===== src/rtl/btb_assoc.sv =====
// btb_assoc: set-associative branch target buffer with same-cycle lookup,
// per-entry saturating direction counters, per-set round-robin victim and global flush.
`default_nettype none

module btb_assoc #(
    parameter int ADDR_WIDTH = 64,
    parameter int SETS       = 16,
    parameter int WAYS       = 2,
    parameter int TAG_WIDTH  = 20,
    parameter int CTR_BITS   = 2
) (
    input  logic                  clk,
    input  logic                  reset,
    input  logic [ADDR_WIDTH-1:0] pc_if,
    output logic                  pred_hit,
    output logic                  pred_taken,
    output logic [ADDR_WIDTH-1:0] pred_target,
    input  logic                  upd_valid,
    input  logic [ADDR_WIDTH-1:0] upd_pc,
    input  logic                  upd_taken,
    input  logic [ADDR_WIDTH-1:0] upd_target,
    input  logic                  flush
);

    localparam int IDX_BITS = $clog2(SETS);
    localparam int WAY_BITS = (WAYS > 1) ? $clog2(WAYS) : 1;
    localparam int TGT_BITS = ADDR_WIDTH - 2;
    localparam logic [CTR_BITS-1:0] CTR_MAX  = {CTR_BITS{1'b1}};
    localparam logic [CTR_BITS-1:0] CTR_WEAK = CTR_BITS'(1) << (CTR_BITS - 1);
    localparam logic [WAY_BITS-1:0] WAY_LAST = WAY_BITS'(WAYS - 1);

    logic [WAYS-1:0]      valid_q [SETS];
    logic [TAG_WIDTH-1:0] tag_q   [SETS][WAYS];
    logic [TGT_BITS-1:0]  tgt_q   [SETS][WAYS];
    logic [CTR_BITS-1:0]  ctr_q   [SETS][WAYS];
    logic [WAY_BITS-1:0]  vic_q   [SETS];

    logic [IDX_BITS-1:0]  lk_idx, up_idx;
    logic [TAG_WIDTH-1:0] lk_tag, up_tag;

    assign lk_idx = pc_if[IDX_BITS+1:2];
    assign lk_tag = pc_if[IDX_BITS+TAG_WIDTH+1:IDX_BITS+2];
    assign up_idx = upd_pc[IDX_BITS+1:2];
    assign up_tag = upd_pc[IDX_BITS+TAG_WIDTH+1:IDX_BITS+2];

    // Upper PC bits and the low two bits of every address are deliberately ignored.
    logic unused_bits;
    assign unused_bits = ^{pc_if, upd_pc, upd_target[1:0]};

    always_comb begin
        pred_hit    = 1'b0;
        pred_taken  = 1'b0;
        pred_target = '0;
        for (int w = 0; w < WAYS; w++) begin
            if (valid_q[lk_idx][w] && (tag_q[lk_idx][w] == lk_tag)) begin
                pred_hit    = 1'b1;
                pred_taken  = ctr_q[lk_idx][w][CTR_BITS-1];
                pred_target = {tgt_q[lk_idx][w], 2'b00};
            end
        end
    end

    logic                upd_hit;
    logic [WAY_BITS-1:0] hit_way;
    logic                has_free;
    logic [WAY_BITS-1:0] free_way;
    logic [WAY_BITS-1:0] alloc_way;
    logic [WAY_BITS-1:0] vic_d;
    logic [CTR_BITS-1:0] ctr_cur, ctr_d;

    always_comb begin
        upd_hit  = 1'b0;
        hit_way  = '0;
        has_free = 1'b0;
        free_way = '0;
        // Descending scan so the lowest-index invalid way wins.
        for (int w = WAYS - 1; w >= 0; w--) begin
            if (valid_q[up_idx][w] && (tag_q[up_idx][w] == up_tag)) begin
                upd_hit = 1'b1;
                hit_way = WAY_BITS'(w);
            end
            if (!valid_q[up_idx][w]) begin
                has_free = 1'b1;
                free_way = WAY_BITS'(w);
            end
        end
        alloc_way = has_free ? free_way : vic_q[up_idx];
        vic_d     = (vic_q[up_idx] == WAY_LAST) ? '0 : vic_q[up_idx] + 1'b1;
        ctr_cur   = ctr_q[up_idx][hit_way];
        if (upd_taken) begin
            ctr_d = (ctr_cur == CTR_MAX) ? ctr_cur : ctr_cur + 1'b1;
        end else begin
            ctr_d = (ctr_cur == '0) ? ctr_cur : ctr_cur - 1'b1;
        end
    end

    always_ff @(posedge clk or negedge reset) begin
        if (!reset) begin
            for (int s = 0; s < SETS; s++) begin
                valid_q[s] <= '0;
                vic_q[s]   <= '0;
                for (int w = 0; w < WAYS; w++) begin
                    tag_q[s][w] <= '0;
                    tgt_q[s][w] <= '0;
                    ctr_q[s][w] <= '0;
                end
            end
        end else if (flush) begin
            for (int s = 0; s < SETS; s++) begin
                valid_q[s] <= '0;
                vic_q[s]   <= '0;
            end
        end else if (upd_valid) begin
            if (upd_hit) begin
                ctr_q[up_idx][hit_way] <= ctr_d;
                if (upd_taken) begin
                    tgt_q[up_idx][hit_way] <= upd_target[ADDR_WIDTH-1:2];
                end
            end else if (upd_taken) begin
                valid_q[up_idx][alloc_way] <= 1'b1;
                tag_q[up_idx][alloc_way]   <= up_tag;
                tgt_q[up_idx][alloc_way]   <= upd_target[ADDR_WIDTH-1:2];
                ctr_q[up_idx][alloc_way]   <= CTR_WEAK;
                if (!has_free) begin
                    vic_q[up_idx] <= vic_d;
                end
            end
        end
    end

endmodule

`default_nettype wire

===== config.mk =====
export PLATFORM = sky130hd
export DESIGN_NAME = btb_assoc
export DESIGN_NICKNAME = d
export VERILOG_FILES = /design/src/rtl/btb_assoc.sv
export SDC_FILE = /design/constraint.sdc
export NUM_CORES = 2
export LEC_CHECK = 0
export CAP_MARGIN = 20
export CORE_UTILIZATION = 61
export CTS_CLUSTER_SIZE = 10
export DETAILED_ROUTE_END_ITERATION = 12
export GPL_TIMING_DRIVEN = 0
export PLACE_DENSITY = 0.84
export SKIP_LAST_GASP = 1
export SYNTH_ARGS = -nofsm -noshare
export SYNTH_HDL_FRONTEND = slang
export SYNTH_SLANG_ARGS = --single-unit

===== constraint.sdc =====
create_clock -name clk -period 9.76 [get_ports clk]
set_clock_uncertainty 0.2 [all_clocks]
set_input_delay 1.952 -clock clk [delete_from_list [all_inputs] [get_ports clk]]
set_output_delay 1.952 -clock clk [all_outputs]
set_load 0.01 [all_outputs]

==> impl_metrics.py <==
metrics = {
    "finish": {
        "fill_cells": 13800,
        "final_util_pct": 68.8,
        "area_growth_syn_to_layout_pct": 11.9,
        "regArea_um2": 68500,
        "fin_nets": 9163,
        "final_cells": 11900,
        "multi_input_area_um2": 58800,
        "drive_above_1_share_pct": 33.8,
    },
    "worst_setup_path": {
        "critPathArrivalTime_ns": 7.82,
        "critPathSlowestCell": "clkdlybuf4s50_1",
        "cp_common_cell": "clkbuf_2",
        "setup.worst_path.end": "pred_target[35]",
        "worstSetupEndpointType": "output port",
        "cp-startpoint": "pc_if[5]",
        "path_max_fanout": 10,
        "rrSetupSlack_ns": 3.99,
        "cp_cell_sequence": "clkdlybuf4s50_1 -> clkdlybuf4s15_2 -> clkdlybuf4s15_2 -> clkbuf_2 -> clkbuf_1 -> buf_8 -> clkbuf_2 -> clkbuf_2 -> a21oi_1 -> o21ai_0 -> clkdlybuf4s50_1",
        "required_ns": 7.61,
        "critical_path_class": "primary input to output port",
        "rr_worst_depth": 11,
        "timing.rr.end": "tgt_q[481]",
        "cp_slowest_stage_delay_ns": 0.69,
        "startpoint_type": "primary input",
        "r2r-start": "tag_q[14]",
    },
    "global_route": {
        "grt_pass1_vias": 91500,
        "antenna_found_initial": 25,
        "grt_use_met1_pct": 51.8,
        "gr-total-overflow": 0,
        "grt-busiest-layer": "met2",
        "grt_pass1_wl_um": 645000,
        "grtUsageTotal_pct": 41.5,
        "gr-usage-met3_pct": 14.6,
        "grt_max_degree": 198,
        "grtUsageMet2_pct": 60.4,
    },
    "synth": {
        "ys_warn_count": 0,
        "synth_edf_count": 0,
        "synth-seq-cells": 2736,
        "syn_area_per_cell_um2": 15.8,
        "synth_ff_type": "dfrtp_1",
        "ys_async_sr_fraction_pct": 100,
        "syn-cell-area_um2": 132000,
        "ys_types": 74,
        "synth_cells": 8383,
        "yosysSeqAreaShare_pct": 51.7,
    },
    "floorplan": {
        "io_pins": 263,
        "die-area_um2": 219000,
        "die_h_um": 468,
        "coreArea_um2": 215000,
        "rows": 170,
        "dieWidth_um": 468,
        "start_util_pct": 61.5,
    },
    "pwr": {
        "p_sw_share_pct": 25.1,
        "p_sw_w": 0.00657,
        "powerDensity_nw_per_um2": 177,
        "clockPowerShare_pct": 40.8,
        "p_comb_share_pct": 10.9,
        "pwr-share-seq_pct": 48.3,
        "intPower_w": 0.0196,
        "ir_drop_v": 0.000223,
        "p_leak_nw": 70.8,
    },
    "clock_tree": {
        "ctsRootBufferMaster": "clkbuf_16",
        "cts_tree": "yes",
        "clkLatencyLatePin_ns": 0.98,
        "clockBufferDepth": 4,
        "h-tree-depth": 5,
        "cts_hold_buf": 0,
        "clock-sinks": 2736,
        "cts_buffers": 329,
        "clkTransAtPathRegs_ns": 0.05,
    },
    "place": {
        "portBuffers": 157,
        "globalplace.congestion": 0.982,
        "place_inst": 11500,
        "place_hpwl_um": 297000,
    },
    "timing": {
        "post-route-period-util_pct": 102,
        "drv_slew": 0,
        "min_period_ns": 9.98,
        "hold_viol_final": 0,
        "setup_violations": 21,
        "max_freq_mhz": 100,
        "setup_slack_ns": -0.216,
        "worst_pin_slew_ns": 1.29,
        "rsz0062_at_grt": "true",
        "slew_headroom_pct": 14.1,
    },
    "drt": {
        "wl_per_cell_um": 37.6,
        "wl_um": 446000,
        "drc_errors": 0,
        "final_antenna_net_count": 0,
        "drtPass1Iterations": 6,
        "vias": 87100,
        "drt_iter0_markers": 11500,
        "avgViaCountPerCell": 7.34,
    },
    "run_status": {
        "violations": "setup timing",
        "status": "complete, but fails checks",
    },
    "hold_path": {
        "hp-start": "tgt_q[79]",
        "hp-class": "flop to flop",
    },
    "run": {
        "drv_cap": 0,
    },
}
-- worst max-delay path: cells and delay by family --
kind | cells | cell delay (ns)
buf+inv | 9 | 5.07
compound gates | 2 | 0.75
-- per-layer routing --
metal	vias to the layer above	share of wire (%)
li1	32500	-
met1	46100	35
met5	-	0.035
met2	6525	44
met4	26	8.5
met3	1917	13
-- logic make-up (layout without fill, tap and decap cells) --
| logic type | count (synthesis) | in the layout | share of synthesized area [%] |
|---|---|---|---|
| mux | 3784 | 3784 | 40.0 |
| simple gates | 422 | 422 | 1.70 |
| compound gates | 385 | 385 | 2.07 |
| xor+xnor | 89 | 89 | 0.589 |
| fa+ha+maj | 4 | 4 | 0.0302 |
| other cells | 1 | 19 | 0.00283 |
| buf+inv | 962 | 1594 | 3.90 |
| flops | 2736 | 2736 | 51.7 |
-- layout make-up --
type | instances | area share (%)
antenna | 17 | 0.0287
multi-input combinational | 4686 | 39.7
buffer | 866 | 3.35
clock buffer | 370 | 5.75
clock inverter | 11 | 0.0929
timing repair buffer | 253 | 2.22
tap | 2838 | 2.40
inverter | 94 | 0.238
sequential | 2736 | 46.2
-- what timing repair did --
item,4_1_cts,5_1_grt
setup buffers,2,0
gates resized for setup,62,27
pin swaps,1,0
endpoints found under the setup margin,64,43
-- state kept, by name (all words and copies together), names as in the netlist --
register  count
vic_q        16
tgt_q      1984
tag_q       640
ctr_q        64
valid_q      32
-- power groups by stage --
stage | combinational (W) | sequential, W | clock [W]
finish | 0.00285 | 0.0126 | 0.0107
floorplan | 0.00175 | 0.0126 | 0
global route | 0.00298 | 0.0127 | 0.0111
global placement | 0.00258 | 0.0129 | 0
CTS | 0.00279 | 0.0126 | 0.0106
detailed placement | 0.00276 | 0.0128 | 0
-- Yosys cell counts, drive strengths merged, types with 3 or more instances --
cell type / n / area [um^2]
a2bb2oi: 17 / 149
nor4: 40 / 293
maj3: 4 / 40.0
buf: 474 / 3330
and2: 7 / 43.8
clkbuf: 394 / 1480
mux2i: 193 / 1930
nor2: 89 / 339
mux2: 2647 / 29800
a21o: 21 / 158
o22a: 3 / 26.3
nand3b: 16 / 120
o41ai: 4 / 42.6
or3: 5 / 31.3
a221o: 14 / 140
nand4: 16 / 113
nor2b: 49 / 307
and3: 6 / 37.5
inv: 93 / 349
dfrtp: 2736 / 68500
xnor2: 59 / 517
o2111ai: 3 / 26.3
a211oi: 54 / 405
a221oi: 15 / 144
or4b: 3 / 30.0
a21oi: 58 / 294
mux4: 944 / 21300
a31oi: 6 / 52.6
o21ai: 108 / 653
a21boi: 3 / 30.0
nand2b: 7 / 43.8
a22oi: 34 / 255
nand3: 94 / 480
nand2: 65 / 246
o22ai: 20 / 125
nor3: 20 / 111
xor2: 30 / 263
a22o: 13 / 114
-- cells in the final DEF (no fill, tap or decap), types with 59 or more instances in the layout --
master,n
clkbuf_1,389
clkdlybuf4s50_1,156
mux4_2,944
mux2_1,1508
nor2_1,87
nand2_1,64
mux2i_1,193
xnor2_1,59
o21ai_0,75
buf_2,177
inv_1,92
buf_6,120
buf_8,59
clkbuf_16,333
nand3_1,92
mux2_2,1139
dfrtp_1,2736
buf_4,135
-- stage by stage --
step	cell area, um^2	hold WS, ns	power (W)	setup WS, ns	TNS, ns
global placement	138000	0.268	0.0155	-111.21	-
finish	148000	0.284	0.0262	-0.216	-2.16
detailed placement	139000	0.275	0.0155	-1.69	-62.45
global route	148000	0.298	0.0268	-0.0342	-0.0555
floorplan	132000	0.259	0.0144	2.29	0
CTS	148000	0.287	0.0260	0.00683	0
-- how the worst min path moves through the flow --
stage	end	slack (ns)	depth (start not counted)
after floorplan	tgt_q[187]	0.26	1
after detailed placement	tgt_q[1186]	0.28	1
final	tgt_q[79]	0.28	1
after global routing	tgt_q[1114]	0.30	1
after global placement	tgt_q[671]	0.27	1
after CTS	tgt_q[79]	0.29	1
Power figures use the tool's default switching activity.
